--- src/rtl/key_seq_ctrl.sv ---
// Debounced pushbutton sequencer: short press increments a 4-bit working
// register, long press inverts it, load_en overrides both.
module key_seq_ctrl #(
    parameter int unsigned DEB_CYC  = 'd1_000_000,
    parameter int unsigned LONG_CYC = 'h8F0D180
) (
    input  logic       FPGA_CLK,
    input  logic       FPGA_RST_N,
    input  logic       key_raw,
    input  logic       load_en,
    input  logic [3:0] load_data,
    output logic [3:0] data_out,
    output logic       short_pulse,
    output logic       long_pulse,
    output logic [2:0] key_state
);

    typedef enum logic [2:0] {
        IDLE      = 3'd0,
        DEB_PRESS = 3'd1,
        HELD      = 3'd2,
        LONG      = 3'd3,
        DEB_REL   = 3'd4
    } state_e;

    localparam logic [27:0] DEB_LAST  = 28'(DEB_CYC - 1);
    localparam logic [27:0] LONG_LAST = 28'(LONG_CYC - 1);
    localparam logic [27:0] CNT_MAX   = '1;

    state_e      state_q;
    logic        sync1_q, key_s_q;
    logic [27:0] cnt_q, rel_q;
    logic        pend_q;
    logic        short_q, long_q;
    logic [3:0]  data_q, dout_q;

    logic        short_d, long_d;
    logic [27:0] cnt_sat;

    // Pulse decisions feed both the pulse registers and the data register,
    // so the data operation lands on the same edge the strobe rises.
    always_comb begin
        long_d  = (state_q == HELD) && key_s_q && (cnt_q >= LONG_LAST);
        short_d = (state_q == DEB_REL) && !key_s_q && (rel_q == DEB_LAST) && pend_q;
        cnt_sat = (cnt_q == CNT_MAX) ? cnt_q : cnt_q + 28'd1;
    end

    always_ff @(posedge FPGA_CLK or negedge FPGA_RST_N) begin
        if (!FPGA_RST_N) begin
            state_q <= IDLE;
            sync1_q <= 1'b0;
            key_s_q <= 1'b0;
            cnt_q   <= '0;
            rel_q   <= '0;
            pend_q  <= 1'b0;
            short_q <= 1'b0;
            long_q  <= 1'b0;
            data_q  <= 4'h0;
            dout_q  <= 4'h0;
        end else begin
            sync1_q <= key_raw;
            key_s_q <= sync1_q;
            short_q <= short_d;
            long_q  <= long_d;
            dout_q  <= data_q;

            if (load_en)      data_q <= load_data;
            else if (long_d)  data_q <= ~data_q;
            else if (short_d) data_q <= data_q + 4'd1;

            case (state_q)
                IDLE: begin
                    if (key_s_q) begin
                        state_q <= DEB_PRESS;
                        cnt_q   <= '0;
                    end
                end
                DEB_PRESS: begin
                    if (!key_s_q) begin
                        state_q <= IDLE;
                        cnt_q   <= '0;
                    end else begin
                        cnt_q <= cnt_q + 28'd1;
                        if (cnt_q == DEB_LAST) state_q <= HELD;
                    end
                end
                HELD: begin
                    if (!key_s_q) begin
                        state_q <= DEB_REL;
                        rel_q   <= '0;
                        pend_q  <= 1'b1;
                    end else begin
                        cnt_q <= cnt_sat;
                        if (long_d) state_q <= LONG;
                    end
                end
                LONG: begin
                    if (!key_s_q) begin
                        state_q <= DEB_REL;
                        rel_q   <= '0;
                        pend_q  <= 1'b0;
                    end else begin
                        cnt_q <= cnt_sat;
                    end
                end
                DEB_REL: begin
                    // A bounce back to pressed resumes the press with its count intact.
                    if (key_s_q) begin
                        state_q <= pend_q ? HELD : LONG;
                    end else if (rel_q == DEB_LAST) begin
                        state_q <= IDLE;
                        cnt_q   <= '0;
                        rel_q   <= '0;
                        pend_q  <= 1'b0;
                    end else begin
                        rel_q <= rel_q + 28'd1;
                    end
                end
                default: state_q <= IDLE;
            endcase
        end
    end

    assign data_out    = dout_q;
    assign short_pulse = short_q;
    assign long_pulse  = long_q;
    assign key_state   = state_q;

endmodule

--- config.mk ---
export PLATFORM = sky130hd
export DESIGN_NAME = key_seq_ctrl
export DESIGN_NICKNAME = d
export VERILOG_FILES = /design/src/rtl/key_seq_ctrl.sv
export SDC_FILE = /design/constraint.sdc
export NUM_CORES = 1
export LEC_CHECK = 0
export CAP_MARGIN = 20
export CORE_MARGIN = 8
export CORE_UTILIZATION = 40
export DETAILED_ROUTE_END_ITERATION = 10
export GPL_TIMING_DRIVEN = 1
export MAX_ROUTING_LAYER = met4
export PLACE_DENSITY_LB_ADDON = 0.12
export SLEW_MARGIN = 20
export SYNTH_ARGS = -nofsm -noshare
export SYNTH_HDL_FRONTEND = slang
export SYNTH_SLANG_ARGS = --single-unit
--- constraint.sdc ---
create_clock -name FPGA_CLK -period 4.2 [get_ports FPGA_CLK]
set_clock_uncertainty 0.1 [all_clocks]
set_input_delay 0.63 -clock FPGA_CLK [delete_from_list [all_inputs] [get_ports FPGA_CLK]]
set_output_delay 0.63 -clock FPGA_CLK [all_outputs]
set_load 0.02 [all_outputs]
# Word level (Yosys, flattened, before mapping)
# Index checks and enable logic that the tools add are counted.
# Widths: inputs -> output; s select.
# op_classes
n_addsub,3
magnitude_cmp,1
eq_ne,18
n_mux,29
n_bitwise,1
reduce_logical,16
# op_table
cell,n
$mux 28,9
$pmux 28 s4,1
$add 28x1->28 const B,2
$eq 28x20->1 const B,2
$pmux 28 s2,1
$eq 28x28->1 const B,1
$ge 28x28->1 const B,1
$mux 3,8
$pmux 3 s5,1
$mux 4,3
$ne 2x2->1 const B,6
$reduce_and 5->1,2
$eq 3x2->1 const B,2
$ne 3x3->1 const B,2
$reduce_and 6->1,1
$reduce_bool 3->1,2
$logic_and 1x1->1,5
$mux 1,5
$add 4x1->4 const B,1
$ne 2x1->1 const B,2
$not 4->4,1
$reduce_bool 4->1,1
$eq 3x1->1 const B,1
$eq 3x3->1 const B,1
7 further kinds,7
# word_totals
regBits,72
input_bits,8
word_cells,78

# Longest topological paths before layout
# Gate-level depths: netlist (run 1).
# logic_depth
depth_word,7
depth_mapped,9
ltp_nobuf,8

# Least setup slack after synthesis (run 1)
# OpenSTA, ideal clock, no wires.
# synth_path
path_type,flip-flop to flip-flop
from,reg state_q[1] (netlist: key_state[1])
to,reg cnt_q[25]
arrival_time_ns,2.138
setup_slack_ns,1.883
stages_incl_launch_ff,8
synth_period_minus_slack_ns,2.317
cell_sequence,dfrtp_1 -> buf_6 -> nor2b_2 -> o21bai_1 -> a2111oi_4 -> nand4b_4 -> or4_1 -> a21oi_1
# synth_between
elab_chain_len,4
word_cells_on_any_way,14
# synth_lines
element,line,text
from (decl),30,state_e state_q;
from (signal assigned),109,state_q <= pend_q ? HELD : LONG;
$eq 3x2->1,71,case (state_q)
$reduce_or 2->1 (no line),-,
$ne 2x2->1 (no line) (tied with other cells),-,
$reduce_and 6->1 (no line),-,
to (signal assigned),83,cnt_q <= cnt_q + 28'd1;
to (signal assigned),93,cnt_q <= cnt_sat;
to (signal assigned),103,cnt_q <= cnt_sat;
to (decl),32,"logic [27:0] cnt_q, rel_q;"
# Parallel ways exist; a longest one is shown, timed or not.
# A chain may end at the register's enable or synchronous reset.

# Worst setup path in the final report (run 1)
# layout_path
from,reg rel_q[1]
to,reg cnt_q[26]
# layout_between
elab_chain_len,3
# layout_lines
element,line,text
from (decl),32,
from (signal assigned),116,rel_q <= rel_q + 28'd1;
$eq 28x20->1,110,end else if (rel_q == DEB_LAST) begin
$ne 2x1->1 (no line),-,
$reduce_and 6->1 (no line),-,
# Every way passes these cells.

==> metrics.txt, run 1 <==
# TYPE chip_impl_metric gauge
chip_impl_metric{name="register_area",unit="sq um"} 1800
chip_impl_metric{name="setup_tns_final",unit="ps"} 0
chip_impl_metric{name="layout-area-overhead-vs-synth",unit="%"} 11.4
chip_impl_metric{name="postSynthRegisterBits",unit=""} 72
chip_impl_metric{name="synth.lib_cells_used.distinct",unit=""} 63
chip_impl_metric{name="antenna_cells",unit=""} 0
chip_impl_metric{name="netlist_area",unit="sq um"} 4140
chip_impl_metric{name="ios",unit=""} 17
chip_impl_metric{name="vdd_drop_max",unit="mV"} 0.251
chip_impl_metric{name="first_iter_violations",unit=""} 309
chip_impl_metric{name="hold_violations",unit=""} 0
chip_impl_metric{name="grt_pass1_wl",unit="um"} 17000
chip_impl_metric{name="chipHeight",unit="um"} 118
chip_impl_metric{name="die-area",unit="sq um"} 13800
chip_impl_metric{name="critical_path_arrival",unit="ps"} 3240
chip_impl_metric{name="drive_above_1_share",unit=""} 0.0886
chip_impl_metric{name="tightestPinTransition",unit="ps"} 946
chip_impl_info{name="worstPathCellList",value="ha_1 -> and3_1 -> nand4_4 -> o31ai_4 -> nand3_1 -> or4_1 -> o21ai_1"} 1
chip_impl_info{name="clock-root-buffer",value="sky130_fd_sc_hd__clkbuf_8"} 1
chip_impl_metric{name="post_cts.resized_instances",unit=""} 0
chip_impl_metric{name="area_of_the_core",unit="sq um"} 10200
chip_impl_metric{name="worst-path-max-fanout",unit=""} 13
chip_impl_metric{name="grt.overflow.total",unit=""} 0
chip_impl_info{name="tritoncts",value="done"} 1
chip_impl_metric{name="max_stage_delay",unit="ps"} 640
chip_impl_metric{name="clkSlewWorstSetupHoldPaths",unit="ps"} 80
chip_impl_info{name="cp-start-kind",value="flop"} 1
chip_impl_metric{name="syn_nets",unit=""} 461
chip_impl_info{name="critical_path_class",value="flop to flop"} 1
chip_impl_metric{name="finish.net_count",unit=""} 469
chip_impl_metric{name="placement_rows",unit=""} 37
chip_impl_metric{name="leakage_component_of_the_power",unit="nW"} 1.82
chip_impl_metric{name="vias_in_the_first_global_route",unit=""} 3365
chip_impl_metric{name="worst-endpoint-required",unit="ps"} 4390
chip_impl_metric{name="synth.yosys.seq_area_share",unit=""} 0.436
chip_impl_metric{name="timing.slew.headroom",unit=""} 0.369
chip_impl_metric{name="power-per-cell-area",unit="nW/um^2"} 425
chip_impl_metric{name="ys_warn_count",unit=""} 0
chip_impl_metric{name="timing.final.crit_period",unit="ps"} 3050
chip_impl_metric{name="clk-insertion-delay-late",unit="ps"} 360
chip_impl_metric{name="detailedPlace.worstSlack",unit="ps"} 1200
chip_impl_metric{name="hpwl",unit="um"} 6840
chip_impl_metric{name="total_power_after_layout",unit="mW"} 1.96
chip_impl_metric{name="design_area",unit="sq um"} 4610
chip_impl_info{name="setup_repair_after_global_routing_missed_its_margin",value="no"} 1
chip_impl_metric{name="fp.dieW",unit="um"} 118
chip_impl_metric{name="clock.fmax",unit="MHz"} 328
chip_impl_metric{name="detailedRoute.firstPassIterationCount",unit=""} 4
chip_impl_info{name="hold_class",value="primary input to asynchronous set/reset pin"} 1
chip_impl_info{name="timing.critical_path.from",value="rel_q[1]"} 1
chip_impl_metric{name="number_of_enable_flip_flop_cells_after_synthesis",unit=""} 0
chip_impl_metric{name="route.antenna.remaining_nets",unit=""} 0
chip_impl_metric{name="via_count",unit=""} 3457
chip_impl_metric{name="cts-htree-levels",unit=""} 3
chip_impl_metric{name="via_per_inst",unit=""} 5.77
chip_impl_metric{name="groute.usage.overall",unit=""} 0.155
chip_impl_metric{name="number_of_buffers_on_the_longest_clock_path",unit=""} 2
chip_impl_metric{name="timing.final.crit_share",unit=""} 0.726
chip_impl_metric{name="cts_setup_buffers",unit=""} 0
chip_impl_metric{name="placed_area",unit="sq um"} 4390
chip_impl_metric{name="route.detailed.wl_per_inst",unit="um"} 16.7
chip_impl_metric{name="syn_area_per_cell",unit="sq um"} 9.19
chip_impl_metric{name="placement.io_buffers",unit=""} 16
chip_impl_metric{name="final_critical_path_setup_slack",unit="ps"} 1150
chip_impl_metric{name="drt-total-wl",unit="um"} 9990
chip_impl_metric{name="postCtsHoldBufs",unit=""} 0
chip_impl_metric{name="timing.final.setup_violations",unit=""} 0
chip_impl_metric{name="async_flop_share",unit=""} 1.00
chip_impl_metric{name="fin_cells",unit=""} 599
chip_impl_metric{name="placedCellCount",unit=""} 583
chip_impl_metric{name="drc_errors",unit=""} 0
chip_impl_metric{name="largest_net_degree_at_the_start_of_global_routing",unit=""} 73
chip_impl_metric{name="cts_buffers",unit=""} 9
chip_impl_metric{name="synthCells",unit=""} 450
chip_impl_metric{name="multi_input_comb_area",unit="sq um"} 2210
chip_impl_metric{name="floorplan.initialDensity",unit=""} 0.406
chip_impl_info{name="worst_r2r_startpoint",value="rel_q[1]"} 1
chip_impl_info{name="setup.worst_path.end_class",value="flop"} 1
chip_impl_metric{name="maxCapViolations",unit=""} 0
chip_impl_metric{name="place_congestion",unit=""} 0.854
chip_impl_info{name="dominantRegCellSynth",value="sky130_fd_sc_hd__dfrtp_1"} 1
chip_impl_metric{name="final_max_slew_viol_count",unit=""} 0
chip_impl_info{name="outcome",value="completed"} 1
chip_impl_metric{name="clock_sink_count",unit=""} 72
chip_impl_metric{name="n_fill_cell",unit=""} 979
chip_impl_metric{name="grt_antenna_before_repair",unit=""} 0
chip_impl_info{name="cpMaxStageDelayCell",value="sky130_fd_sc_hd__or4_1"} 1
-- worst max-delay path, delay by kind of cell, from the launching register on --
| kind | cells | cell delay, ps |
|---|---|---|
| AO/OA/AOI/OAI | 2 | 550 |
| adder cells (fa/ha/maj) | 1 | 250 |
| flip-flops | 1 | 400 |
| AND/OR/NAND/NOR | 4 | 1670 |
-- state kept, by name, summed over array words and instances (netlist names) --
name,count
cnt_q,28
data_out,4
data_q,4
key_s_q,1
key_state,3
long_pulse,1
pend_q,1
rel_q,28
short_pulse,1
sync1_q,1
-- metal layers --
layer | up-vias | GRT usage | routed length [um]
met4 | 0 | 0.0552 | 148
li1 | 1695 | - | -
met3 | 10 | 0.0422 | 385
met1 | 1685 | 0.191 | 4680
met2 | 67 | 0.238 | 4780
met5 | - | - | 0
-- metrics by stage --
| step | hold slack (ps) | util |
|---|---|---|
| floorplan | 231 | - |
| global placement | 261 | 0.431 |
| detailed placement | 273 | 0.431 |
| CTS | 303 | 0.452 |
| global route | 321 | 0.452 |
| finish | 294 | 0.452 |
-- area by class of cell --
| type | count | area share |
|---|---|---|
| multi-input cells | 350 | 0.480 |
| flip-flops and latches | 72 | 0.391 |
| repair buffers | 19 | 0.0391 |
| well taps | 136 | 0.0369 |
| clock buffers | 11 | 0.0307 |
| clock inverters | 5 | 0.0174 |
| inverters | 6 | 0.00489 |
-- Yosys cell counts (all sizes together), types with 4 or more instances --
master  instances  area share
a21oi          24       0.029
a31oi           8       0.012
and2            5      0.0076
and3           12       0.018
and4            8       0.018
buf             9       0.012
clkbuf         13       0.012
dfrtp          72        0.44
inv             6      0.0054
nand2          41       0.037
nand3          24       0.031
nand4          20       0.034
nor2           44       0.040
nor2b           5      0.0082
nor3            8       0.011
nor4           12       0.026
o21ai          46       0.057
o31ai          20       0.040
or2             4      0.0061
or3             5      0.0076
or4             4      0.0073
xnor2           6       0.013
xor2           17       0.036
-- where the power goes --
group	leakage (nW)	total (mW)	switching, mW	internal, mW
registers	0.980	0.813	0.0785	0.734
clock network	0.106	0.614	0.264	0.350
logic	0.731	0.530	0.346	0.184
total	1.82	1.96	0.689	1.27
-- cells in the final DEF, fill, tap and decap left out, drive strengths merged, types with 11 or more instances in the layout --
| master | synthesis | routed |
|---|---|---|
| nand2 | 41 | 41 |
| a21oi | 24 | 24 |
| clkbuf | 13 | 11 |
| o31ai | 20 | 20 |
| xor2 | 17 | 17 |
| and3 | 12 | 12 |
| nand4 | 20 | 20 |
| dfrtp | 72 | 72 |
| o21ai | 46 | 46 |
| nor4 | 12 | 12 |
| clkdlybuf4s50 | 0 | 15 |
| nor2 | 44 | 44 |
| nand3 | 24 | 24 |
-- kinds of logic after synthesis --
kind of cell / count (synthesis) / synth area share
AND/OR/NAND/NOR: 207 / 0.294
AO/OA/AOI/OAI: 114 / 0.175
flip-flops: 72 / 0.436
buffers and inverters: 28 / 0.0297
XOR/XNOR: 23 / 0.0487
multiplexers: 3 / 0.00756
adder cells (fa/ha/maj): 3 / 0.00908
-- final timing paths --
check / endpoint / slack [ps] / cells past startpoint
max: cnt_q[26] / 1150 / 7
min: cnt_q[27] / 290 / 1
max reg2reg: cnt_q[26] / 1150 / 7
min reg2reg: data_out[3] / 290 / 0
max in group asynchronous: cnt_q[3] / 3060 / 1
min in group FPGA_CLK: data_out[3] / 290 / 0
(Power assumes the default switching activity.)
==> run 2: changes to the inputs <==
==> constraint.sdc (replaced) <==
create_clock -name FPGA_CLK -period 2.7 [get_ports FPGA_CLK]
set_clock_uncertainty 0.1 [all_clocks]
set_input_delay 0.405 -clock FPGA_CLK [delete_from_list [all_inputs] [get_ports FPGA_CLK]]
set_output_delay 0.405 -clock FPGA_CLK [all_outputs]
set_load 0.02 [all_outputs]
==> run 2 against run 1 <==
Compared with the run above: routed wire length grew 1.3%; register-to-register slack got worse by 930 ps; maximum frequency up 23%; combinational power increased by 80%; die area unchanged; worst setup slack worse by 930 ps; hold slack worse by 210 ps; cell area is 3.3% higher; first-iteration DRC count is 8.7% higher; total power grew 66%; critical path type unchanged; largest cell class unchanged.
==> metrics.txt, run 2 (synthesis results as in run 1) <==
# TYPE chip_impl_metric gauge
chip_impl_info{name="tritoncts",value="done"} 1
chip_impl_info{name="most_common_cell_after_layout_fill_and_taps_aside",value="sky130_fd_sc_hd__dfrtp_1"} 1
chip_impl_info{name="critical_path_class",value="flop to flop"} 1
chip_impl_info{name="setup_repair_after_global_routing_missed_its_margin",value="no"} 1
chip_impl_metric{name="layout-area-overhead-vs-synth",unit="%"} 15.1
chip_impl_metric{name="chipHeight",unit="um"} 118
chip_impl_metric{name="hold-worst-slack",unit="ps"} 82.2
chip_impl_metric{name="placement.io_buffers",unit=""} 16
chip_impl_metric{name="cts_buffers",unit=""} 9
chip_impl_metric{name="post_cts.resized_instances",unit=""} 0
chip_impl_metric{name="setup_tns_final",unit="ps"} 0
chip_impl_metric{name="floorplan.initialDensity",unit=""} 0.406
chip_impl_metric{name="number_of_buffers_on_the_longest_clock_path",unit=""} 2
chip_impl_metric{name="tightestPinTransition",unit="ps"} 928
chip_impl_metric{name="total_power_after_layout",unit="mW"} 3.25
chip_impl_metric{name="drive_above_1_share",unit=""} 0.121
chip_impl_metric{name="power-per-cell-area",unit="nW/um^2"} 684
chip_impl_info{name="reg_top3",value="cnt_q: 28 flops, rel_q: 28 flops"} 1
chip_impl_metric{name="vias_in_the_first_global_route",unit=""} 3439
chip_impl_metric{name="first_iter_violations",unit=""} 336
chip_impl_metric{name="max_stage_delay",unit="ps"} 480
chip_impl_metric{name="route.antenna.remaining_nets",unit=""} 0
chip_impl_metric{name="hpwl",unit="um"} 7190
chip_impl_metric{name="postCtsHoldBufs",unit=""} 0
chip_impl_metric{name="vdd_drop_max",unit="mV"} 0.241
chip_impl_metric{name="via_count",unit=""} 3491
chip_impl_metric{name="critical_path_arrival",unit="ps"} 2660
chip_impl_metric{name="groute.usage.overall",unit=""} 0.156
chip_impl_info{name="cpMaxStageDelayCell",value="sky130_fd_sc_hd__or4_1"} 1
chip_impl_metric{name="detailedRoute.firstPassIterationCount",unit=""} 4
chip_impl_info{name="worstPathCellList",value="ha_1 -> and3_1 -> nand4_4 -> o31ai_4 -> nand3_1 -> or4_1 -> o21ai_1"} 1
chip_impl_metric{name="final_util",unit=""} 0.467
chip_impl_metric{name="timing.final.crit_share",unit=""} 0.918
chip_impl_metric{name="drt-total-wl",unit="um"} 10100
chip_impl_metric{name="clk-insertion-delay-late",unit="ps"} 360
chip_impl_metric{name="die-area",unit="sq um"} 13800
chip_impl_metric{name="place_congestion",unit=""} 0.840
chip_impl_metric{name="hold_violations",unit=""} 0
chip_impl_metric{name="clock.fmax",unit="MHz"} 404
chip_impl_metric{name="placement_rows",unit=""} 37
chip_impl_metric{name="finish.net_count",unit=""} 486
chip_impl_metric{name="drc_errors",unit=""} 0
chip_impl_metric{name="timing.slew.headroom",unit=""} 0.382
chip_impl_metric{name="via_per_inst",unit=""} 5.67
chip_impl_metric{name="grt.overflow.total",unit=""} 0
chip_impl_metric{name="area_of_the_core",unit="sq um"} 10200
chip_impl_metric{name="flop2flop_setup_slack",unit="ps"} 220
chip_impl_metric{name="design_area",unit="sq um"} 4760
chip_impl_metric{name="cts-htree-levels",unit=""} 3
chip_impl_metric{name="route.detailed.wl_per_inst",unit="um"} 16.4
chip_impl_metric{name="ios",unit=""} 17
chip_impl_metric{name="placed_area",unit="sq um"} 4510
chip_impl_metric{name="worst-path-max-fanout",unit=""} 7
chip_impl_info{name="hold_class",value="primary input to asynchronous set/reset pin"} 1
chip_impl_metric{name="leakage_component_of_the_power",unit="nW"} 1.92
chip_impl_metric{name="largest_net_degree_at_the_start_of_global_routing",unit=""} 73
chip_impl_metric{name="fp.dieW",unit="um"} 118
chip_impl_info{name="outcome",value="completed"} 1
chip_impl_metric{name="clkSlewWorstSetupHoldPaths",unit="ps"} 80
chip_impl_metric{name="grt_pass1_wl",unit="um"} 17200
chip_impl_metric{name="cts_setup_buffers",unit=""} 0
chip_impl_metric{name="timing.final.crit_period",unit="ps"} 2480
chip_impl_metric{name="worst-endpoint-required",unit="ps"} 2880
chip_impl_info{name="commonest_non_fill_non_tap_cells_in_the_layout",value="sky130_fd_sc_hd__dfrtp_1 (72), sky130_fd_sc_hd__nor2_1 (44), sky130_fd_sc_hd__o21ai_0 (43)"} 1
chip_impl_info{name="clock-root-buffer",value="sky130_fd_sc_hd__clkbuf_8"} 1
chip_impl_info{name="cp-start-kind",value="flop"} 1
chip_impl_metric{name="timing.final.setup_violations",unit=""} 0
chip_impl_metric{name="clock_sink_count",unit=""} 72
chip_impl_metric{name="maxCapViolations",unit=""} 0
chip_impl_metric{name="n_fill_cell",unit=""} 981
chip_impl_info{name="setup.worst_path.end_class",value="flop"} 1
chip_impl_metric{name="grt_antenna_before_repair",unit=""} 0
chip_impl_metric{name="antenna_cells",unit=""} 0
chip_impl_metric{name="final_max_slew_viol_count",unit=""} 0
[run 2: cell types whose count changed in the layout (fill, tap and decap cells not counted)]
cell / before / now
sky130_fd_sc_hd__buf_4: 4 / 21
sky130_fd_sc_hd__clkinv_4: 0 / 1
sky130_fd_sc_hd__bufinv_16: 2 / 3
sky130_fd_sc_hd__clkinvlp_4: 2 / 0
[run 2: worst paths after layout]
kind                             from         to  depth (start not counted)
setup reg to reg             rel_q[0]  cnt_q[26]                          7
max in group asynchronous  FPGA_RST_N   cnt_q[1]                          1
min in group FPGA_CLK         sync1_q    key_s_q                          0
hold reg to reg               sync1_q    key_s_q                          0
hold / removal             FPGA_RST_N  data_q[1]                          1
setup / recovery             rel_q[0]  cnt_q[26]                          7
[run 2: critical path, delay by kind of cell (launching register included)]
family / cells / cell delay [ps]
AOI/OAI and AO/OA: 2 / 500
and+or+nand+nor: 4 / 1160
DFF: 1 / 400
adders and majority gates: 1 / 240
[run 2: layer usage]
| metal | global-route usage | share of wire | vias up |
|---|---|---|---|
| li1 | - | - | 1720 |
| met1 | 0.194 | 0.47 | 1717 |
| met2 | 0.248 | 0.49 | 43 |
| met3 | 0.0235 | 0.024 | 11 |
| met4 | 0.0633 | 0.015 | 0 |
| met5 | - | 0 | - |
[run 2: power breakdown]
part           total, mW  internal (mW)  switching [mW]  leakage (nW)
logic              0.955          0.367           0.588         0.818
registers           1.23           1.14          0.0836         0.980
clock network       1.07          0.640           0.433         0.124
total               3.25           2.15            1.10          1.92
[run 2: cell type report]
type	instances	area, sq um	area share
clock inverter	5	104	0.0218
timing repair buffer	36	308	0.0647
inverter	6	22.5	0.00473
tap	136	170	0.0358
clock buffer	11	141	0.0297
sequential	72	1800	0.379
multi-input combinational	350	2210	0.465
[run 2: metrics by stage]
stage	std cells	worst slack [ps]
4_1_cts	616	178
6_report	616	222
3_3_place_gp	600	244
3_5_place_dp	600	209
5_1_grt	616	13.7
2_1_floorplan	450	383
